--- src/rtl/fme_sad_sel.sv ---
// fme_sad_sel: accumulates row SADs per fractional candidate and reports the cheapest one (optional FME_SAD_PIPE_EN).
// Latency: done_o one cycle after the final beat is accepted, two cycles with FME_SAD_PIPE_EN.
// Backpressure: ready_o stays high for the entire search and low otherwise; never stalls mid-search.
module fme_sad_sel #(
    parameter int LANES    = 8,
    parameter int BLK_ROWS = 8,
    parameter int CAND_NUM = 9
) (
    input  logic               clk,
    input  logic               rst,
    input  logic               start_i,
    input  logic               valid_i,
    input  logic [LANES*8-1:0] ref_pix_i,
    input  logic [LANES*8-1:0] cur_pix_i,
    output logic               ready_o,
    output logic               done_o,
    output logic [3:0]         best_idx_o,
    output logic [15:0]        best_cost_o
);
    localparam int            RW        = $clog2(BLK_ROWS);
    localparam logic [RW-1:0] ROW_LAST  = RW'(BLK_ROWS - 1);
    localparam logic [3:0]    CAND_LAST = 4'(CAND_NUM - 1);

    typedef enum logic [1:0] {IDLE, ACC, DRAIN, DONE} state_t;

    state_t        state;
    logic [RW-1:0] row_cnt;
    logic [3:0]    cand_cnt;
    logic [15:0]   acc;
    logic [15:0]   best_cost;
    logic [3:0]    best_idx;

    logic          accept;
    logic          last_row_now;
    logic          last_cand_now;
    logic [10:0]   beat_sad;

    logic          fold_vld;
    logic          fold_last_row;
    logic          fold_last_cand;
    logic [3:0]    fold_cand;
    logic [10:0]   fold_sad;
    logic [15:0]   sum;
    logic          better;
    logic [15:0]   nxt_best_cost;
    logic [3:0]    nxt_best_idx;

    function automatic logic [7:0] absdiff8(input logic [7:0] a, input logic [7:0] b);
        return (a > b) ? (a - b) : (b - a);
    endfunction

    always_comb begin
        beat_sad = '0;
        for (int k = 0; k < LANES; k++) begin
            beat_sad = beat_sad + 11'(absdiff8(ref_pix_i[8*k +: 8], cur_pix_i[8*k +: 8]));
        end
    end

    assign accept        = valid_i && ready_o;
    assign last_row_now  = (row_cnt == ROW_LAST);
    assign last_cand_now = (cand_cnt == CAND_LAST);

`ifdef FME_SAD_PIPE_EN
    logic        p_vld;
    logic        p_last_row;
    logic        p_last_cand;
    logic [3:0]  p_cand;
    logic [10:0] p_sad;

    assign fold_vld       = p_vld;
    assign fold_sad       = p_sad;
    assign fold_last_row  = p_last_row;
    assign fold_last_cand = p_last_cand;
    assign fold_cand      = p_cand;
`else
    assign fold_vld       = accept;
    assign fold_sad       = beat_sad;
    assign fold_last_row  = last_row_now;
    assign fold_last_cand = last_cand_now;
    assign fold_cand      = cand_cnt;
`endif

    // Strict less-than keeps the earlier (lower) index on ties.
    assign sum           = acc + 16'(fold_sad);
    assign better        = fold_last_row && (sum < best_cost);
    assign nxt_best_cost = better ? sum : best_cost;
    assign nxt_best_idx  = better ? fold_cand : best_idx;

    always_ff @(posedge clk) begin
        if (rst) begin
            state       <= IDLE;
            ready_o     <= 1'b0;
            done_o      <= 1'b0;
            row_cnt     <= '0;
            cand_cnt    <= '0;
            acc         <= '0;
            best_cost   <= 16'hFFFF;
            best_idx    <= '0;
            best_idx_o  <= '0;
            best_cost_o <= 16'hFFFF;
`ifdef FME_SAD_PIPE_EN
            p_vld       <= 1'b0;
            p_last_row  <= 1'b0;
            p_last_cand <= 1'b0;
            p_cand      <= '0;
            p_sad       <= '0;
`endif
        end else begin
            done_o <= 1'b0;

`ifdef FME_SAD_PIPE_EN
            p_vld       <= accept;
            p_last_row  <= last_row_now;
            p_last_cand <= last_cand_now;
            p_cand      <= cand_cnt;
            p_sad       <= beat_sad;
`endif

            if (accept) begin
                if (last_row_now) begin
                    row_cnt  <= '0;
                    cand_cnt <= last_cand_now ? 4'd0 : cand_cnt + 4'd1;
                end else begin
                    row_cnt <= row_cnt + RW'(1);
                end
            end

            if (fold_vld) begin
                if (fold_last_row) begin
                    acc       <= '0;
                    best_cost <= nxt_best_cost;
                    best_idx  <= nxt_best_idx;
                    if (fold_last_cand) begin
                        best_cost_o <= nxt_best_cost;
                        best_idx_o  <= nxt_best_idx;
                    end
                end else begin
                    acc <= sum;
                end
            end

            case (state)
                IDLE: begin
                    if (start_i) begin
                        state     <= ACC;
                        ready_o   <= 1'b1;
                        row_cnt   <= '0;
                        cand_cnt  <= '0;
                        acc       <= '0;
                        best_cost <= 16'hFFFF;
                        best_idx  <= '0;
                    end
                end
                ACC: begin
                    if (accept && last_row_now && last_cand_now) begin
                        ready_o <= 1'b0;
`ifdef FME_SAD_PIPE_EN
                        state   <= DRAIN;
`else
                        state   <= DONE;
                        done_o  <= 1'b1;
`endif
                    end
                end
                DRAIN: begin
                    state  <= DONE;
                    done_o <= 1'b1;
                end
                DONE: begin
                    state <= IDLE;
                end
                default: begin
                    state <= IDLE;
                end
            endcase
        end
    end
endmodule

--- config.mk ---
export PLATFORM = sky130hd
export DESIGN_NAME = fme_sad_sel
export DESIGN_NICKNAME = d
export VERILOG_FILES = /design/src/rtl/fme_sad_sel.sv
export SDC_FILE = /design/constraint.sdc
export NUM_CORES = 1
export LEC_CHECK = 0
export CORE_MARGIN = 2
export CORE_UTILIZATION = 30
export CTS_CLUSTER_SIZE = 24
export DETAILED_ROUTE_END_ITERATION = 6
export GPL_TIMING_DRIVEN = 0
export PLACE_DENSITY = 0.48
export SETUP_SLACK_MARGIN = 0.05
export SLEW_MARGIN = 30
export SYNTH_ARGS = -nofsm -noshare
export SYNTH_HDL_FRONTEND = slang
export SYNTH_SLANG_ARGS = --single-unit
--- constraint.sdc ---
create_clock -name clk -period 9.75 [get_ports clk]
set_input_delay 2.925 -clock clk [delete_from_list [all_inputs] [get_ports clk]]
set_output_delay 2.925 -clock clk [all_outputs]
set_load 0.01 [all_outputs]
After elaboration in Yosys (flattened, before gate mapping)
Index checks and enable logic that the tools add are counted.
{ "totals": {"reg_bits": 67, "wordCells": 100, "inputBits": 132, "out_inout_bits": 22} }
{ "op_classes": {"muxes": 39, "add_sub_neg": 26, "n_reduce_logical": 9, "n_lt_le_gt_ge": 9, "eq_ne": 7} }
{ "op_table": {"columns": ["op", "n"], "rows": [
  ["16-bit two-way mux", 9],
  ["8-bit subtractor", 16],
  ["8-bit > comparator", 8],
  ["8-bit two-way mux", 8],
  ["11-bit by 8-bit adder with 11-bit output", 4],
  ["4-bit two-way mux", 10],
  ["16-bit by 11-bit adder with 16-bit output", 1],
  ["16-bit < comparator", 1],
  ["3-bit two-way mux", 4],
  ["10-bit by 8-bit adder with 11-bit output", 1],
  ["9-bit by 8-bit adder with 10-bit output", 1],
  ["8-bit by 8-bit adder with 9-bit output", 1],
  ["2-bit case mux with 4 select lines", 1],
  ["3-bit AND reduction", 2],
  ["4-bit by 1-bit adder with 4-bit output, second input constant", 1],
  ["2-bit == test, second input constant", 2],
  ["4-bit == test, second input constant", 1],
  ["1-bit logical AND", 4],
  ["2-bit two-way mux", 2],
  ["2-bit != test, second input constant", 2],
  ["1-bit case mux with 2 select lines", 2],
  ["3-bit by 1-bit adder with 3-bit output, second input constant", 1],
  ["3-bit == test, second input constant", 1],
  ["1-bit two-way mux", 3],
  ["other kinds (4)", 4]
]} }

Depth between registers and ports, before layout
{ "logic_depth": {"depth_word": 17, "ltp_mapped": 36, "ltp_nobuf": 33} }

Worst setup path after synthesis
No wires, ideal clock.
{ "synth_path": {"kind": "input to register", "startpoint": "input ref_pix_i[24]", "endpoint": "register best_cost[10]", "path_buffers": 3, "arrival_time_ns": 9.904, "path_stages": 35, "slack_ns": -0.283, "setup_ns": 0.129, "required_time_ns": 9.621, "path_cell_list": "inv_1 -> ha_1 -> inv_1 -> fa_1 -> nand3_1 -> a21oi_1 -> o32a_1 -> buf_2 -> a21boi_0 -> o21ai_0 -> nand2_1 -> xnor2_1 -> fa_1 -> inv_1 -> fa_1 -> fa_1 -> inv_1 -> fa_1 -> inv_1 -> ha_1 -> o21a_1 -> o31a_1 -> o41a_1 -> a21oi_1 -> xnor2_1 -> ha_1 -> nand2_1 -> o21ai_1 -> a2111oi_0 -> o21ai_1 -> a21bo_1 -> buf_2 -> buf_6 -> mux2i_1 -> nand2_1"} }
{ "synth_via": {"elab_chain_cells": 15} }
{ "synth_lines": {"columns": ["element", "line_no", "source"], "rows": [
  ["from (decl)", "13", "input logic [LANES*8-1:0] ref_pix_i,"],
  ["8-bit subtractor / 8-bit > comparator (equally long branches)", "49", "return (a > b) ? (a - b) : (b - a);"],
  ["8-bit two-way mux (*)", "49", null],
  ["10-bit by 8-bit adder with 11-bit output (*)", "55", "beat_sad = beat_sad + 11'(absdiff8(ref_pix_i[8*k +: 8], cur_pix_i[8*k +: 8]));"],
  ["11-bit by 8-bit adder with 11-bit output (*) (4 in a row)", "55", null],
  ["16-bit by 11-bit adder with 16-bit output (*)", "84", "assign sum = acc + 16'(fold_sad);"],
  ["16-bit < comparator", "85", "assign better = fold_last_row && (sum < best_cost);"],
  ["1-bit logical AND", "85", null],
  ["16-bit two-way mux (*)", "86", "assign nxt_best_cost = better ? sum : best_cost;"],
  ["16-bit two-way mux (*)", "129", "if (fold_last_row) begin"],
  ["16-bit two-way mux (*)", "128", "if (fold_vld) begin"],
  ["16-bit two-way mux", "144", "if (start_i) begin"],
  ["16-bit two-way mux (*)", "142", "case (state)"],
  ["to (signal assigned)", "131", "best_cost <= nxt_best_cost;"],
  ["to (decl)", "30", "logic [15:0] best_cost;"]
]} }
Every way passes the cells marked *; elsewhere a longest branch is shown, timed or not.
A chain may end at the register's enable or synchronous reset.

Worst setup path after layout
{ "layout_path": {"startpoint": "input ref_pix_i[33]", "endpoint": "register best_cost_o[6]"} }
{ "layout_via": {"elab_chain_cells": 10} }
{ "layout_lines": {"columns": ["element", "line_no", "source"], "rows": [
  ["8-bit subtractor / 8-bit > comparator (equally long branches)", "49", null],
  ["8-bit two-way mux (*)", "49", null],
  ["11-bit by 8-bit adder with 11-bit output (*) (4 in a row)", "55", null],
  ["16-bit by 11-bit adder with 16-bit output (*)", "84", null],
  ["16-bit < comparator", "85", null],
  ["1-bit logical AND", "85", null],
  ["16-bit two-way mux (*)", "86", null],
  ["to (signal assigned)", "134", "best_cost_o <= nxt_best_cost;"],
  ["to (decl)", "18", "output logic [15:0] best_cost_o"]
]} }
Marked as above.

==> results.md <==
- Syn Std Cell Area: 0.0102 sq mm
- Critical path arrival: 10.17 ns
- Final net count: 1,900
- Sum Neg Setup Slack: -2.24 ns
- Worst slew margin: 0.407
- Core ar.: 0.0334 sq mm
- FF+latch count, synth: 67
- Critical path's top delay family: adder cells
- Initial DRC Count: 383
- Synth Warn #: 0
- Initial antenna violation count: 0
- Fraction of registers with async set/reset: 0
- Clk_lat worst skew: 0.33 ns
- RSZ-0062 raised after global routing: yes
- Total gr overflow: 0
- Clock Tree Buf Depth: 2
- Element type at the critical path start: input port
- Via count: 9,540
- Crit share post-route: 1.02
- Clock root cell: clkbuf_16
- Post-Syn Area per Cell: 8.19 sq um
- Post-synth top area share: 0.197
- CTS Hold Bufs: 0
- Commonest cells after routing, fill and taps aside: inv_1 (184), buf_4 (124), ha_1 (90), dlygate4sd2_1 (85), a21oi_1 (72)
- Outcome: complete, but fails checks
- Antenna Nets Post-Route: 0
- Final worst slack: -0.172 ns
- Post-synth EDFFs: 0
- Buffers on Ports: 152
- Crit path max fanout: 5
- Sequential share of the synthesized area: 0.132
- Die width: 188 microns
- Mapped Nets: 1,602
- Area grow syn2layout: 53.4%
- Failing checks: setup timing
- Vias in the first global route: 9,986
- Layout fillers: 3,229
- Die Footprint: 0.0353 sq mm
- Leading area contributor after synthesis: ha_1
- CP max stage delay: 0.62 ns
- # clock sinks: 67
- Ant. Diodes: 0
- Setup CP Type: input port to flop
- Synth area leaders: ha_1 (20%), fa_1 (14%), dfxtp_1 (13%), inv_1 (9.2%), mux2i_1 (5.6%)
- Netlist cell types: 70
- Die height: 188 microns
- Proportion of layout cells with a drive suffix above 1: 0.333
- DRC: 0
- CTS clk-pin slew, worst paths: 0.06 ns
- Commonest non-fill, non-tap cell in the layout: inv_1
- Total GRT Usage: 0.173
- Wire per inst: 15.5 microns
- Initial core utilization: 0.304
- Ys flop type: dfxtp_1
- Hold WC Path Type: flop to flop
- Syn Inst Count: 1,239
- CTS buffer count: 9
- Crit end category: flop
- Row cnt: 67
- DR pass1 iterations: 5
- Fmax: 101 MHz
- Max_cap viols: 0
- Vias/cell: 4.79
- Final Slew Violations: 0
- CTS tree: done
- Sum of buffers and inverters on the critical path: 7
- Skew final: 0.00794 ns
- Final weighted congestion in routability-driven placement: 0.795
- CP required: 9.99 ns
- Post-DP HPWL: 23.4 mm
- Final Hold Viols: 0
- Worst slack at placement: -1.84 ns
- CP max stage cell: fa_1
- Crit path time final: 9.92 ns
- Number of setup violations in the final report: 37
- Worst-Margin Slew: 0.890 ns
- Global-route wire length before repair: 50.3 mm
- Largest net degree at the start of global routing: 13
- IO Count: 154
- H-Tree Depth: 3
- Drt total wl: 30.8 mm
## state kept, by name, summed over array words and instances (netlist names)
register / count
cand_cnt: 4
done_o: 1
acc: 16
state: 2
row_cnt: 3
best_idx: 4
best_cost: 16
best_idx_o: 4
best_cost_o: 16
ready_o: 1
## logic make-up (layout without fill, tap and decap cells)
kind of cell | after synthesis | count (layout) | synth area share
xor+xnor | 59 | 59 | 0.0509
flops | 67 | 67 | 0.132
buf+inv | 284 | 586 | 0.108
mux | 66 | 66 | 0.0662
fa+ha+maj | 231 | 231 | 0.337
simple gates | 257 | 257 | 0.125
compound gates | 275 | 276 | 0.180
## metrics by stage
step	util	instance area (sq um)	hold slack, ns	instances
floorplan	-	10300	0.440	1239
detailed placement	0.370	12400	0.458	1839
CTS	0.451	15100	0.465	1970
finish	0.466	15600	0.460	1990
global placement	0.370	12400	0.447	1839
global route	0.466	15600	0.489	1990
## worst min-delay path: cells and delay by family (launching register included)
| kind | cells | cell delay [ns] |
|---|---|---|
| simple gates | 1 | 0.05 |
| flops | 1 | 0.31 |
| compound gates | 1 | 0.05 |
## layout make-up
class	instances	area, sq um	share of cell area
clock inverters	6	113	0.00723
well taps	448	561	0.0360
multi-input cells	889	9620	0.618
clock buffers	10	239	0.0153
repair buffers	291	2520	0.162
flip-flops and latches	67	1340	0.0861
plain buffers	31	235	0.0151
inverters	248	948	0.0609
## routing by layer
metal,wire length [microns],share of wire,vias up,GRT usage
met3,728,0.024,26,0.0168
li1,-,-,4763,-
met2,15300,0.50,158,0.311
met1,14400,0.47,4593,0.230
met5,0,0,-,0
met4,352,0.011,0,0.0233
## cells in the mapped netlist, drive strengths merged (3+ instances only)
| cell type | count |
|---|---|
| nor4 | 22 |
| nor3b | 4 |
| o32a | 3 |
| a211oi | 11 |
| nand2 | 62 |
| mux2i | 57 |
| fa | 71 |
| a31oi | 10 |
| or2 | 3 |
| nor2b | 17 |
| a21o | 29 |
| or3 | 5 |
| nand3 | 18 |
| a311oi | 8 |
| inv | 248 |
| dfxtp | 67 |
| xnor2 | 42 |
| nor2 | 56 |
| o32ai | 3 |
| o21ai | 53 |
| a22oi | 11 |
| and2 | 7 |
| a21oi | 101 |
| o31ai | 3 |
| nand2b | 6 |
| o211ai | 12 |
| mux2 | 9 |
| buf | 15 |
| xor2 | 17 |
| o21a | 5 |
| ha | 160 |
| a221oi | 4 |
| a21boi | 5 |
| clkbuf | 21 |
| nand4 | 16 |
| and3 | 3 |
| nor3 | 32 |
## what timing repair did
item,CTS,global route
setup endpoints to repair,40,40
pin swaps,199,81
buffers inserted,116,22
resized for setup,509,96
gates cloned,4,0
## final timing paths
path | startpoint | to | slack, ns | cells past startpoint
worst max-delay path | ref_pix_i[33] | best_cost_o[6] | -0.17 | 33
worst min-delay path | row_cnt[2] | row_cnt[2] | 0.46 | 2
worst max register to register | acc[2] | best_cost_o[6] | 4.02 | 24
worst min register to register | row_cnt[2] | row_cnt[2] | 0.46 | 2
Power is left out: the tool's default activity adds up to more than one toggle a clock period on the data nets, which glitch-free logic cannot reach.
